==> config.mk <==
export PLATFORM = sky130hd
export DESIGN_NAME = min_search_ctrl
export DESIGN_NICKNAME = d
export VERILOG_FILES = /design/src/rtl/min_search_ctrl.sv
export SDC_FILE = /design/constraint.sdc
export NUM_CORES = 1
export LEC_CHECK = 0
export ABC_AREA = 1
export CAP_MARGIN = 30
export CORE_MARGIN = 2
export CORE_UTILIZATION = 55
export DETAILED_ROUTE_END_ITERATION = 8
export DONT_BUFFER_PORTS = 1
export HOLD_SLACK_MARGIN = 0.03
export PLACE_DENSITY_LB_ADDON = 0.1
export SYNTH_ARGS = -nofsm -noshare
export SYNTH_HDL_FRONTEND = slang
export SYNTH_SLANG_ARGS = --single-unit
==> constraint.sdc <==
create_clock -name i_clk -period 3.4 [get_ports i_clk]
set_input_delay 0.68 -clock i_clk [delete_from_list [all_inputs] [get_ports i_clk]]
set_output_delay 0.68 -clock i_clk [all_outputs]
set_load 0.1 [all_outputs]
==> src/rtl/min_search_ctrl.sv <==
// Streams Count unsigned words through one shared lt/eq/gt comparator and reports min value/index (plus max when MAX_TRACK_EN is defined).
// Done pulses the cycle after the last element is accepted; InValid=0 stalls the scan, and InReady is high only in SCAN.

module min_search_cmp #(
    parameter int W = 32
) (
    input  logic [W-1:0] i_a,
    input  logic [W-1:0] i_b,
    output logic         o_lt,
    output logic         o_eq,
    output logic         o_gt
);
    assign o_lt = (i_a <  i_b);
    assign o_eq = (i_a == i_b);
    assign o_gt = (i_a >  i_b);
endmodule

module min_search_ctrl #(
    parameter int DATA_W = 32,
    parameter int IDX_W  = 8
) (
    input  logic              i_clk,
    input  logic              i_rst,
    input  logic              i_start,
    input  logic [IDX_W-1:0]  i_count,
    input  logic              i_in_valid,
    input  logic [DATA_W-1:0] i_in_data,
    output logic              o_in_ready,
    output logic              o_busy,
    output logic              o_done,
    output logic [DATA_W-1:0] o_min_val,
    output logic [IDX_W-1:0]  o_min_idx
`ifdef MAX_TRACK_EN
    ,
    output logic [DATA_W-1:0] o_max_val,
    output logic [IDX_W-1:0]  o_max_idx
`endif
);

    typedef enum logic [1:0] {
        S_IDLE = 2'd0,
        S_SCAN = 2'd1,
        S_DONE = 2'd2
    } state_t;

    state_t             r_state;
    state_t             w_next_state;
    logic [IDX_W-1:0]   r_idx;
    logic [IDX_W-1:0]   r_count;
    logic [DATA_W-1:0]  r_min_val;
    logic [IDX_W-1:0]   r_min_idx;

    logic w_lt;
    logic w_eq;
    logic w_gt;
    logic w_accept;
    logic w_last;
    logic w_first;
    logic w_upd_min;

    min_search_cmp #(.W(DATA_W)) u_cmp (
        .i_a  (i_in_data),
        .i_b  (r_min_val),
        .o_lt (w_lt),
        .o_eq (w_eq),
        .o_gt (w_gt)
    );

    assign w_accept  = (r_state == S_SCAN) && i_in_valid;
    assign w_last    = (r_idx == (r_count - IDX_W'(1)));
    assign w_first   = (r_idx == '0);
    // Strict less-than: a tie (eq) never displaces the earlier index.
    assign w_upd_min = w_first || (w_lt && !(w_eq || w_gt));

`ifdef MAX_TRACK_EN
    logic [DATA_W-1:0] r_max_val;
    logic [IDX_W-1:0]  r_max_idx;
    logic              w_mx_lt;
    logic              w_mx_eq;
    logic              w_mx_gt;
    logic              w_upd_max;

    // Same comparator structure against the running maximum.
    min_search_cmp #(.W(DATA_W)) u_cmp_max (
        .i_a  (i_in_data),
        .i_b  (r_max_val),
        .o_lt (w_mx_lt),
        .o_eq (w_mx_eq),
        .o_gt (w_mx_gt)
    );

    assign w_upd_max = w_first || (w_mx_gt && !(w_mx_eq || w_mx_lt));
    assign o_max_val = r_max_val;
    assign o_max_idx = r_max_idx;

    always_ff @(posedge i_clk or posedge i_rst) begin
        if (i_rst) begin
            r_max_val <= '0;
            r_max_idx <= '0;
        end else if (r_state == S_IDLE && i_start && i_count == '0) begin
            r_max_val <= '0;
            r_max_idx <= '0;
        end else if (w_accept && w_upd_max) begin
            r_max_val <= i_in_data;
            r_max_idx <= r_idx;
        end
    end
`endif

    always_comb begin
        w_next_state = r_state;
        case (r_state)
            S_IDLE: begin
                if (i_start) begin
                    w_next_state = (i_count == '0) ? S_DONE : S_SCAN;
                end
            end
            S_SCAN: begin
                if (w_accept && w_last) begin
                    w_next_state = S_DONE;
                end
            end
            S_DONE:  w_next_state = S_IDLE;
            default: w_next_state = S_IDLE;
        endcase
    end

    always_ff @(posedge i_clk or posedge i_rst) begin
        if (i_rst) begin
            r_state   <= S_IDLE;
            r_idx     <= '0;
            r_count   <= '0;
            r_min_val <= '0;
            r_min_idx <= '0;
        end else begin
            r_state <= w_next_state;
            case (r_state)
                S_IDLE: begin
                    if (i_start) begin
                        r_count <= i_count;
                        r_idx   <= '0;
                        if (i_count == '0) begin
                            r_min_val <= '1;
                            r_min_idx <= '0;
                        end
                    end
                end
                S_SCAN: begin
                    if (w_accept) begin
                        // Index wraps to 0 on the last element so it never exceeds Count-1.
                        r_idx <= w_last ? '0 : r_idx + IDX_W'(1);
                        if (w_upd_min) begin
                            r_min_val <= i_in_data;
                            r_min_idx <= r_idx;
                        end
                    end
                end
                default: ;
            endcase
        end
    end

    assign o_in_ready = (r_state == S_SCAN);
    assign o_busy     = (r_state != S_IDLE);
    assign o_done     = (r_state == S_DONE);
    assign o_min_val  = r_min_val;
    assign o_min_idx  = r_min_idx;

endmodule

Word-level counts from Yosys, hierarchy flattened. Cells that the tools add are included.

Register bits after elaboration: 58. Input port bits: 44. Output and inout port bits: 43. Logic and storage cells: 51.

$add $sub $neg: 2. $lt $le $gt $ge: 2. Equality and inequality tests: 9. Mux-type cells: 18. Reduce and logical (&&, ||, !) cells: 15.

Operators with widths (count): 2-to-1 mux 32 bit (4); one-hot mux 32 bit (2 select lines) (1); 2-to-1 mux 8 bit (7); equality test 32 bit (1); > comparator 32 bit (1); less-than comparator 32 bit (1); one-hot mux 8 bit (2 select lines) (2); zero test 8 bit (2); adder 8 x 1 -> 8 bit (second input constant) (1); equality test 8 bit (1); subtractor 8 x 1 -> 8 bit (second input constant) (1); 2-to-1 mux 2 bit (3); != test 2 x 1 -> 1 bit (second input constant) (3); AND reduction 5 bit (1); != test 2 bit (second input constant) (2); one-hot mux 2 bit (2 select lines) (1); AND reduction 2 bit (2); nonzero test 2 bit (2); logical AND 1 bit (3); AND reduction 3 bit (1); equality test 2 x 1 -> 1 bit (second input constant) (1); equality test 2 bit (second input constant) (1); zero test 2 bit (1); logical OR 1 bit (2); zero test 1 bit (1).

Logic depth before layout (Yosys ltp). Gate-level depths: netlist of run 1.

Depth in word-level cells: 8. Gate-level depth with buffers: 18. Gate-level depth less buffers: 17.

Hierarchy. From an unflattened synthesis of run 1, not the netlist that was laid out.

Cells, all modules: 488. Area total of the unflattened synthesis: 3667.3 sq um.

Modules (own cells, without submodules): min_search_ctrl (times used 1, cells an instance 348, area an instance 2781.4 sq um, sequential area each 1451.4 sq um); min_search_cmp (times used 1, cells an instance 140, area an instance 885.8 sq um, sequential area each 0.0 sq um).

Worst setup path before layout of run 1. Ideal clock, no wire load.

Path kind: reg-to-reg. Start point: register r_min_val[7], in the netlist o_min_val[7]. End point: register r_min_val[0], in the netlist o_min_val[0]. Library setup time: 0.067 ns. Arrival time: 2.366 ns. Data required time: 3.333 ns. Setup slack: 0.967 ns. Cell stages (with the launch flop): 17. Path buffers: 1. Clock period less this slack: 2.433 ns. Cell sequence: dfrtp_1 > inv_1 > ha_1 > nand2_1 > nor2_1 > nand2_1 > nand2_1 > nor2_1 > nand2_1 > nand2_1 > nand2_1 > nand2_1 > nand2_1 > nand2_1 > buf_1 > nand3_1 > nand2_1.

Word-level cells in the longest chain between the ends: 7. Elaborated cells on any way between the ends: 9. Classes of those cells: order compare: 2; eq/ne: 2; reduce/logical: 5.

Ends and longest elaborated chain: start: declaration (line 50) `logic [DATA_W-1:0] r_min_val;`; start signal: assignment (line 153) `r_min_val <= i_in_data;`; > comparator 32 bit / equality test 32 bit (equally long branches) (line 15, 14); logical OR 1 bit (line 73) `assign w_upd_min = w_first || (w_lt && !(w_eq || w_gt));`; zero test 1 bit (line 73); logical AND 1 bit * (line 73); logical OR 1 bit * (line 73); != test 2 x 1 -> 1 bit (no line) *; AND reduction 5 bit (no line) *.

Mark *: on every way between the ends. The rest lies on a longest branch, timed or not. A chain may end at the register's enable or synchronous reset.

Final worst setup path of run 1.
Start point: register r_min_val[7], in the netlist o_min_val[7]. End point: register r_min_val[30], in the netlist o_min_val[30].

The elaborated chain is that of the path after synthesis.

==> results of run 1 <==
[final timing paths]
kind,startpoint,end,depth (start not counted)
min,i_rst,o_min_val[13],2
min reg2reg,r_count[1],r_count[1],2
max reg2reg,o_min_val[7],o_min_val[30],18
max in group asynchronous,i_rst,o_min_val[21],2
min in group i_clk,i_start,r_state[0],2
max,o_min_val[7],o_min_val[30],18
[sequential cells by signal, indices dropped and copies added (netlist names)]
register   cells
o_min_idx      8
r_state        2
r_count        8
r_idx          8
o_min_val     32
[through the flow]
stage               area (um2)  instances  setup WS [ns]  hold slack, ns   util
floorplan                 3840        515          0.967           0.473      -
detailed placement        4150        616          0.838           0.498  0.615
global placement          4150        616          0.919           0.491  0.615
global route              4350        632          0.480           0.473  0.644
CTS                       4350        632          0.771           0.457  0.644
finish                    4350        632          0.824           0.408  0.644
[cells by family after synthesis]
family | count (synthesis) | synth area share
xor gates and xnor gates | 13 | 0.0297
AOI/OAI and AO/OA | 34 | 0.0515
buffers and inverters | 85 | 0.0864
DFF | 58 | 0.378
adders and majority gates | 35 | 0.114
and+or+nand+nor | 290 | 0.340
[layout by cell type, fill, tap and decap left out, types with 4 or more instances in the layout]
master    netlist  routed
a21oi_1        15      15
buf_4           0      39
clkbuf_8        0      11
dfrtp_1        58      58
ha_1           35      35
inv_1          57      56
inv_2          10      11
nand2_1       153     153
nand3_1        52      52
nand3b_1        4       4
nand4_1         5       5
nor2_1         35      34
nor3_1          4       4
o21ai_0         9       9
or2_2          31      31
xor2_1         10      10
[synthesized netlist by cell type (2+ instances only)]
cell      count
a21oi_1      15
buf_1         3
buf_2        10
clkbuf_1      5
dfrtp_1      58
ha_1         35
inv_1        57
inv_2        10
nand2_1     153
nand3_1      52
nand3b_1      4
nand4_1       5
nor2_1       35
nor2_4        2
nor3_1        4
o21ai_0       9
o21ai_1       2
o21bai_1      2
or2_2        31
xnor2_1       3
xor2_1       10
[cell type report]
class                   instances  area [um2]
clock buffers                  14         163
clock inverters                 2        35.0
fillers                       622        2400
inverters                      67         251
multi-input cells             372        2060
flip-flops and latches         58        1450
well taps                      80         100
repair buffers                 39         293
[per-layer routing]
metal,up-vias,global-route usage,wire (um)
met5,-,0,0
met4,0,0.0965,148
met3,12,0.0688,588
met2,86,0.383,3970
met1,1493,0.305,3790
li1,1691,-,-
==> summary.md, run 1 <==
| Metric | Value |
|---|---|
| First-pass GRT wire length | `14500 um` |
| Longest Clk Path Bufs | `2` |
| Fmax | `0.388 GHz` |
| Library cells used by synthesis | `31` |
| Root buffer cell | `clkbuf_8` |
| Port-buffer cells | `0` |
| Yosys warns | `0` |
| Number of cells produced by synthesis | `515` |
| CP cell instances | `buf_4, inv_1, ha_1, nand2_1, nor2_1, nand2_1, nand2_1, nor2_1, nand2_1, nand2_1, nand2_1, nand2_1, nand2_1, nand2_1, nand2_1, buf_4, nand2_1, nand2_1` |
| Crit end category | `register` |
| Part of the cycle the worst path needs | `0.758` |
| Total clock buffers created by CTS | `9` |
| Ant diodes | `0` |
| Area grow syn2layout | `13.4%` |
| Post-synth EDFFs | `0` |
| Fin nets | `626` |
| # hold bufs at CTS | `0` |
| Fraction of layout cells with a size suffix above 1 | `0.181` |
| Synth area leaders | `dfrtp_1 (38%), nand2_1 (15%), ha_1 (11%)` |
| Die area | `7660 um2` |
| Crit path top cell by count | `nand2_1` |
| Worst-path clk slew | `0.07 ns` |
| Slew Limit Fails | `0` |
| Min cycle time layout | `2.58 ns` |
| Post-synthesis sequential area ratio | `0.378` |
| Hold WC Path Type | `in2async` |
| Initial antenna violation count | `0` |
| CP max stage delay | `0.38 ns` |
| Register bit total from synthesis | `58` |
| Iter 0 DRT Violations | `107` |
| Drc violations | `0` |
| Status | `finished, final reports clean` |
| Post-DP HPWL | `5980 um` |
| GRT Total Usage | `0.239` |
| Resize count post-CTS | `0` |
| Worst setup path class | `reg2reg` |
| Top-Level Pins | `87` |
| Die Width | `87.5 um` |
| CTS H-tree depth | `3` |
| CP Buf/Inv Count | `3` |
| Post-Syn Area | `3840 um2` |
| Setup_tns | `0 ns` |
| Crit path max-delay family | `simple AND/OR/NAND/NOR gates` |
| Via count | `3282` |
| GR Overflow Total | `0` |
| Clk_lat worst skew | `0.34 ns` |
| Synth area leader | `dfrtp_1` |
| Yosys top cell area share | `0.378` |
| Drt total wl | `8500 um` |
| Ys flop type | `dfrtp_1` |
| ANT nets after route | `0` |
| Core Footprint | `6760 um2` |
| R2R Setup Slk | `0.82 ns` |
| Mean routed wirelength per cell | `13.5 um` |
| Detailed Routing Iterations Pass 1 | `4` |
| GPL Wtd Cong | `0.810` |
| RSZ-0062 raised after global routing | `false` |
| Post-synthesis async set-or-reset flop share | `1.00` |
| Vias in the first global route | `3150` |
| Max_cap viols | `0` |
| Vias per inst | `5.19` |
| Final setup violation count | `0` |
| Max FO, Critical Path | `35` |
| Relative slew slack | `0.366` |
| Nature of the critical path startpoint | `register` |
| Rows | `30` |
| TritonCTS clock tree | `done` |
| Overall die height | `87.5 um` |
| Largest net degree at the start of global routing | `59` |
| Arrival @ worst endpoint | `2.85 ns` |
| Hold Vio Cnt, Final | `0` |
| Post-CTS Setup Inserts | `0` |
| Req. time, crit path | `3.67 ns` |
| Slowest cell on crit path | `buf_4` |
| Sink Count | `58` |
| Worst-margin pin slew | `0.951 ns` |
| Post-synth net total | `594` |
| Clock Skew | `0.00772 ns` |
| Syn Area/Cell | `7.45 um2` |
| Starting Density | `0.568` |
Power of run 1 is left out: the tool's default activity adds up to more than one toggle a clock period on the data nets, which glitch-free logic cannot reach.
==> inputs of run 2 (changes only) <==
--- a/config.mk
+++ b/config.mk
@@ -5,7 +5,7 @@
 export SDC_FILE = /design/constraint.sdc
 export NUM_CORES = 1
 export LEC_CHECK = 0
-export ABC_AREA = 1
+export ABC_AREA = 0
 export CAP_MARGIN = 30
 export CORE_MARGIN = 2
 export CORE_UTILIZATION = 55
==> constraint.sdc (replaced) <==
create_clock -name i_clk -period 2.34 [get_ports i_clk]
set_input_delay 0.468 -clock i_clk [delete_from_list [all_inputs] [get_ports i_clk]]
set_output_delay 0.468 -clock i_clk [all_outputs]
set_load 0.1 [all_outputs]
==> run 2 against run 1 <==
  * The run now ends with setup timing left
  * Global-route usage up 0.16 points
  * Setup slack worse by 0.85 ns
  * Clock skew down 0.0033 ns
  * Synthesized area down 3.5%
  * First-iteration DRC count up 22%
  * Critical endpoint is now o_min_val[14]
==> summary.md, run 2 <==
| Metric | Value |
|---|---|
| ANT nets after route | `0 (unchanged)` |
| Mean routed wirelength per cell | `16.0 um (+19%)` |
| Yosys warns | `0 (unchanged)` |
| Core Footprint | `6420 um2 (-4.9%)` |
| FF-to-FF End | `o_min_val[14]` |
| Worst-margin pin slew | `0.665 ns (-0.286 ns)` |
| Port-buffer cells | `0 (unchanged)` |
| Clk_lat worst skew | `0.33 ns (about the same)` |
| Slew Limit Fails | `0 (unchanged)` |
| Post-DP HPWL | `6180 um (+3.4%)` |
| Ant diodes | `0 (unchanged)` |
| Worst setup path class | `reg2reg` |
| Top-count cell post-synth | `dfrtp_1` |
| Overall die height | `86.1 um (-1.7%)` |
| Part of the cycle the worst path needs | `1.01 (+0.254)` |
| Failing checks | `setup timing` |
| Setup_tns | `-0.178 ns (-0.178 ns)` |
| Min cycle time layout | `2.37 ns (-0.209 ns)` |
| Worst r2r src | `o_min_val[0]` |
| Yosys top cell area share | `0.392 (+0.0138)` |
| Post-synth EDFFs | `0 (unchanged)` |
| Vias per inst | `5.50 (+5.9%)` |
| Post-synthesis sequential area ratio | `0.392 (+0.0138)` |
| Most common cell after layout, fill and taps aside | `buf_4` |
| Iter 0 DRT Violations | `131 (+22%)` |
| Die Width | `86.1 um (-1.7%)` |
| Synth area leader | `dfrtp_1` |
| Drt total wl | `8450 um (-0.58%)` |
| Number of cells produced by synthesis | `376 (-27%)` |
| Final setup violation count | `14 (+14)` |
| Most frequent cells in the layout | `buf_4 (68), inv_1 (46), mux2i_1 (41)` |
| R2R Setup Slk | `-0.03 ns (-0.85 ns)` |
| Fraction of layout cells with a size suffix above 1 | `0.340 (+0.159)` |
| Max FO, Critical Path | `7 (-80%)` |
| RSZ-0062 raised after global routing | `true` |
| Crit end category | `register` |
| Number of flip-flops in the largest register | `32 (unchanged)` |
| Max_cap viols | `0 (unchanged)` |
| Total clock buffers created by CTS | `9 (unchanged)` |
| Via count | `2898 (-12%)` |
| Detailed Routing Iterations Pass 1 | `4 (unchanged)` |
| Relative slew slack | `0.556 (+0.191)` |
| Worst setup startpoint | `o_min_val[0]` |
| Hold WC Path Type | `in2async` |
| TritonCTS clock tree | `done` |
| Post-Syn Area | `3700 um2 (-3.5%)` |
| Fmax | `0.422 GHz (+8.8%)` |
| Top-Level Pins | `87 (unchanged)` |
| GRT Total Usage | `0.241 (+0.00161)` |
| R2R cell count | `9 (-9)` |
| Longest Clk Path Bufs | `2 (unchanged)` |
| Synth cell count leaders | `dfrtp_1 (58), inv_1 (53), mux2i_1 (41)` |
| Filler cell count | `465 (-25%)` |
| Root buffer cell | `clkbuf_8` |
| Synth area leaders | `dfrtp_1 (39%), ha_1 (12%), mux2i_1 (11%)` |
| Status | `complete, but fails checks` |
| GR Overflow Total | `0 (unchanged)` |
| Largest net degree at the start of global routing | `59 (unchanged)` |
| Drc violations | `0 (unchanged)` |
| Ys flop type | `dfrtp_1` |
| Post-synthesis async set-or-reset flop share | `1.00 (unchanged)` |
| Fin nets | `524 (-16%)` |
| Library cells used by synthesis | `48 (+55%)` |
| Post-synth net total | `455 (-23%)` |
| Die area | `7410 um2 (-3.4%)` |
| Setup WS post-layout | `-0.0271 ns (-0.851 ns)` |
| Setup WS pre-CTS | `-0.292 ns (-1.13 ns)` |
| GPL Wtd Cong | `0.787 (-2.8%)` |
| Hold Vio Cnt, Final | `0 (unchanged)` |
| CTS H-tree depth | `3 (unchanged)` |
| Arrival @ worst endpoint | `2.62 ns (-0.23 ns)` |
| Worst-path clk slew | `0.07 ns (about the same)` |
| Nature of the critical path startpoint | `register` |
| Register bit total from synthesis | `58 (unchanged)` |
| Starting Density | `0.577 (+0.00851)` |
| Clock Skew | `0.00438 ns (-0.00334 ns)` |
| Initial antenna violation count | `0 (unchanged)` |
| Area grow syn2layout | `27.9%` |
| Vias in the first global route | `3064 (-2.7%)` |
| Syn Area/Cell | `9.85 um2 (+32%)` |
| Sink Count | `58 (unchanged)` |
| Req. time, crit path | `2.59 ns (-1.08 ns)` |
| First-pass GRT wire length | `14100 um (-2.8%)` |
| Worst setup endpoint | `o_min_val[14]` |
| Rows | `29 (-3.3%)` |
==> run 2: cell types whose count changed after synthesis, moves of 9 or more <==
cell     change
nor2_1      -29
nor2b_1     +33
xor2_1       -9
nand3_1     -46
or2_2       -31
nand2_1    -123
buf_2        -9
inv_2       -10
mux2i_1     +41
==> run 2: worst min-delay path by stage <==
stage,end,slack (ns),from
finish,o_min_idx[3],0.07,i_rst
global route,o_min_idx[3],0.09,i_rst
CTS,o_min_idx[0],0.08,i_rst
detailed placement,o_min_idx[0],0.44,i_rst
global placement,o_min_idx[3],0.44,i_rst
floorplan,r_count[7],0.50,r_count[7]
==> run 2: critical path: stages, from the launching register on <==
cell	delay, ns
dfrtp_2	0.40
ha_1	0.29
nand2b_4	0.15
a2111oi_4	0.27
a2111oi_0	0.09
a211o_1	0.28
a211oi_4	0.29
buf_4	0.18
clkbuf_16	0.15
mux2i_1	0.18
==> run 2: area by class of cell <==
class | count | area, um2 | area share
Multi-Input combinational cell | 249 | 2090 | 0.442
Sequential cell | 58 | 1490 | 0.314
Timing Repair Buffer | 74 | 627 | 0.132
Inverter | 53 | 199 | 0.0420
Clock buffer | 10 | 128 | 0.0269
Clock inverter | 6 | 105 | 0.0222
Tap cell | 77 | 96.3 | 0.0203
==> run 2: kinds of logic after synthesis <==
logic type,share of synthesized area
adder cells (fa/ha/maj),0.118
XOR/XNOR,0.0297
AO/OA/AOI/OAI,0.0963
AND/OR/NAND/NOR,0.155
multiplexers,0.132
buffers and inverters,0.0763
flip-flops,0.392
==> run 2: routing by layer <==
metal | track usage | share of wire | vias up | wire length, um
met2 | 0.411 | 0.48 | 80 | 4090
met5 | 0 | 0 | - | 0
met4 | 0.0851 | 0.015 | 0 | 125
met3 | 0.0664 | 0.065 | 12 | 546
met1 | 0.291 | 0.44 | 1386 | 3690
li1 | - | - | 1420 | -
==> run 2: per-stage QoR <==
| step | hold slack (ns) | instances | util | cell area [um2] |
|---|---|---|---|---|
| final | 0.0665 | 527 | 0.738 | 4740 |
| after global routing | 0.0927 | 527 | 0.738 | 4740 |
| after CTS | 0.0773 | 523 | 0.724 | 4650 |
| after detailed placement | 0.439 | 505 | 0.674 | 4330 |
| after global placement | 0.442 | 505 | 0.674 | 4330 |
| after floorplan | 0.502 | 376 | - | 3740 |
==> run 2: what timing repair did <==
| action | in CTS | in global routing |
|---|---|---|
| hold buffers | 0 | 0 |
| gates cloned | 1 | 1 |
| pin swaps | 2 | 6 |
| gates resized for setup | 13 | 8 |
| setup endpoints to repair | 43 | 50 |
| setup buffers | 1 | 3 |
Power of run 2 is left out for the same reason.
==> inputs of run 3 (changes only) <==
--- a/config.mk
+++ b/config.mk
@@ -7,12 +7,13 @@
 export LEC_CHECK = 0
 export ABC_AREA = 0
 export CAP_MARGIN = 30
-export CORE_MARGIN = 2
 export CORE_UTILIZATION = 55
+export CTS_BUF_LIST = sky130_fd_sc_hd__clkbuf_8
 export DETAILED_ROUTE_END_ITERATION = 8
 export DONT_BUFFER_PORTS = 1
 export HOLD_SLACK_MARGIN = 0.03
 export PLACE_DENSITY_LB_ADDON = 0.1
 export SYNTH_ARGS = -nofsm -noshare
 export SYNTH_HDL_FRONTEND = slang
+export SYNTH_HIERARCHICAL = 1
 export SYNTH_SLANG_ARGS = --single-unit
==> run 3 against run 2 <==
  * The run still ends with setup timing left
  * Non-clock buffer count fell by 8
  * Cell count is 8.5% higher
  * Setup slack lost 0.34 ns
  * Sequential cell count unchanged
==> summary.md, run 3 <==
| Metric | Value |
|---|---|
| Arrival @ worst endpoint | `2.94 ns (+0.32 ns)` |
| Post-synthesis sequential area ratio | `0.376 (-0.0161)` |
| Core Footprint | `6790 um2 (+5.8%)` |
| Worst setup path class | `reg2reg` |
| Synth cell count leaders | `nand2_1 (65), dfrtp_1 (58), inv_1 (43)` |
| Clk_lat worst skew | `0.34 ns (about the same)` |
| Max_cap viols | `0 (unchanged)` |
| Worst-margin pin slew | `0.818 ns (+0.152 ns)` |
| Vias per inst | `5.84 (+6.2%)` |
| Synth area leaders | `dfrtp_1 (38%), ha_1 (11%), nand2_1 (6.3%)` |
| Max FO, Critical Path | `5 (-2)` |
| Initial antenna violation count | `0 (unchanged)` |
| Setup WS pre-CTS | `-0.469 ns (-0.178 ns)` |
| Fin util | `0.731 (-0.00682)` |
| Fin nets | `550 (+5.0%)` |
| Most common cell after layout, fill and taps aside | `buf_4` |
| Drt total wl | `9640 um (+14%)` |
| CTS H-tree depth | `3 (unchanged)` |
| Root buffer cell | `clkbuf_8` |
| Final setup violation count | `40 (+26)` |
| Number of flip-flops in the largest register | `32 (unchanged)` |
| Crit end category | `register` |
| Nature of the critical path startpoint | `register` |
| Relative slew slack | `0.454 (-0.102)` |
| Syn Area/Cell | `9.28 um2 (-5.7%)` |
| Slowest cell on crit path | `dfrtp_2` |
| WHS | `0.0434 ns (-0.0231 ns)` |
| Part of the cycle the worst path needs | `1.16 (+0.147)` |
| # hold bufs at CTS | `0 (unchanged)` |
| ANT nets after route | `0 (unchanged)` |
| Starting Density | `0.569 (-0.00815)` |
| Ant diodes | `0 (unchanged)` |
| Drc violations | `0 (unchanged)` |
| CP cell instances | `inv_2, ha_4, nand4_1, buf_4, nor4_4, buf_4, nand2_4, nor2_4, a21oi_1, nor2_1, a21oi_2, a22oi_2, buf_6, nand2_8, buf_6, a22o_1` |
| R2R Setup Slk | `-0.37 ns (-0.34 ns)` |
| Setup WS post-layout | `-0.370 ns (-0.343 ns)` |
| Worst setup startpoint | `o_min_val[15]` |
| Vias in the first global route | `3269 (+6.7%)` |
| Synth area leader | `dfrtp_1` |
| Yosys top cell area share | `0.376 (-0.0161)` |
| Overall die height | `85.8 um (-0.30%)` |
| First-pass GRT wire length | `15600 um (+11%)` |
| Fraction of layout cells with a size suffix above 1 | `0.418 (+0.0781)` |
| Detailed Routing Iterations Pass 1 | `4 (unchanged)` |
| Mean routed wirelength per cell | `16.8 um (+5.0%)` |
| GR Overflow Total | `0 (unchanged)` |
| Status | `complete, but fails checks` |
| Hold Vio Cnt, Final | `0 (unchanged)` |
| Most frequent cells in the layout | `buf_4 (56), nand2_1 (45), inv_1 (34)` |
| GRT Total Usage | `0.272 (+0.0309)` |
| Failing checks | `setup timing` |
| Number of cells produced by synthesis | `416 (+11%)` |
| Total clock buffers created by CTS | `9 (unchanged)` |
| Ys flop type | `dfrtp_1` |
| Min cycle time layout | `2.71 ns (+0.343 ns)` |
| Post-synth EDFFs | `0 (unchanged)` |
| Post-synthesis async set-or-reset flop share | `1.00 (unchanged)` |
| Die area | `7360 um2 (-0.60%)` |
| Iter 0 DRT Violations | `87 (-34%)` |
| Port-buffer cells | `0 (unchanged)` |
| Worst r2r src | `o_min_val[15]` |
| Hold WC Path Type | `in2async` |
| Fmax | `0.369 GHz (-13%)` |
| Die Width | `85.8 um (-0.30%)` |
| Rows | `30 (+3.4%)` |
| Post-Syn Area | `3860 um2 (+4.3%)` |
| Slew Limit Fails | `0 (unchanged)` |
| GPL Wtd Cong | `0.845 (+7.4%)` |
| Yosys warns | `6 (+6)` |
| TritonCTS clock tree | `done` |
| Post-DP HPWL | `6730 um (+8.9%)` |
| Req. time, crit path | `2.57 ns (-0.02 ns)` |
| Area grow syn2layout | `28.5%` |
| Top-Level Pins | `87 (unchanged)` |
| Clock Skew | `0.0140 ns (+0.00965 ns)` |
| Worst-path clk slew | `0.07 ns (about the same)` |
| RSZ-0062 raised after global routing | `true` |
| Post-synth net total | `495 (+8.8%)` |
| Longest Clk Path Bufs | `2 (unchanged)` |
| Largest net degree at the start of global routing | `38 (-36%)` |
| Top-count cell post-synth | `nand2_1` |
| CP max stage delay | `0.37 ns (-0.03 ns)` |
| Sink Count | `58 (unchanged)` |
| Library cells used by synthesis | `61 (+27%)` |
| Via count | `3339 (+15%)` |
| Register bit total from synthesis | `58 (unchanged)` |
run 3: cell types whose count changed in the layout (fill, tap and decap cells not counted), moves of 8 or more:
cell     delta
mux2i_1    -40
nor2b_1    -30
nand2_1    +15
o21ai_1    +14
buf_4      -12
inv_1      -12
o22a_1     +12
nand2_2    +11
ha_1       -10
ha_4        +9
a21oi_1     +8
nor3_2      +8
run 3: metal layers:
metal / routed length, um / part of all wire / GRT usage / up-vias
met5: 0 / 0 / 0 / -
met1: 4320 / 0.45 / 0.365 / 1641
met3: 605 / 0.063 / 0.0481 / 10
met4: 124 / 0.013 / 0.100 / 0
li1: - / - / - / 1597
met2: 4590 / 0.48 / 0.441 / 91
run 3: path summary, 6_finish.rpt:
check / cells after the start / endpoint
worst max-delay path: 16 / o_min_idx[2]
min in group i_clk: 2 / r_count[0]
worst min-delay path: 1 / o_min_val[18]
worst min register to register: 1 / o_min_idx[3]
worst max register to register: 16 / o_min_idx[2]
max in group asynchronous: 2 / o_min_val[30]
run 3: kinds of logic (layout without fill, tap and decap cells):
family	count (synthesis)	after routing	share of synthesized area
fa+ha+maj	35	35	0.113
simple gates	131	131	0.186
xor+xnor	10	10	0.0246
buf+inv	65	125	0.0777
flops	58	58	0.376
compound gates	111	111	0.206
mux	6	6	0.0172
run 3: area by class of cell:
cell class,count,area (um2)
multi-input cells,293,2410
flip-flops and latches,58,1490
fillers,512,1830
clock inverters,6,33.8
clock buffers,10,138
inverters,43,161
well taps,96,120
repair buffers,66,616
run 3: per-stage QoR:
stage,instances,cell area [um2],setup TNS (ns)
after floorplan,416,4030,-16.75
after global placement,548,4470,-14.00
after detailed placement,548,4470,-16.32
after CTS,567,4750,-11.14
after global routing,572,4960,-19.96
final,572,4960,-13.41
run 3: worst max-delay path, delay by kind of cell (launching register included):
family	cells	cell delay, ns
AND/OR/NAND/NOR	6	0.72
flip-flops	1	0.37
AO/OA/AOI/OAI	4	0.52
adder cells (fa/ha/maj)	1	0.27
buffers and inverters	5	0.74
run 3: repair_timing:
| item | in CTS | in global routing |
|---|---|---|
| setup buffers | 2 | 3 |
| gates cloned | 1 | 2 |
| endpoints found under the setup margin | 40 | 46 |
| gates resized for setup | 26 | 43 |
| hold endpoints to repair | 0 | 0 |
| pin swaps | 13 | 7 |
Power of run 3 is left out for the same reason.
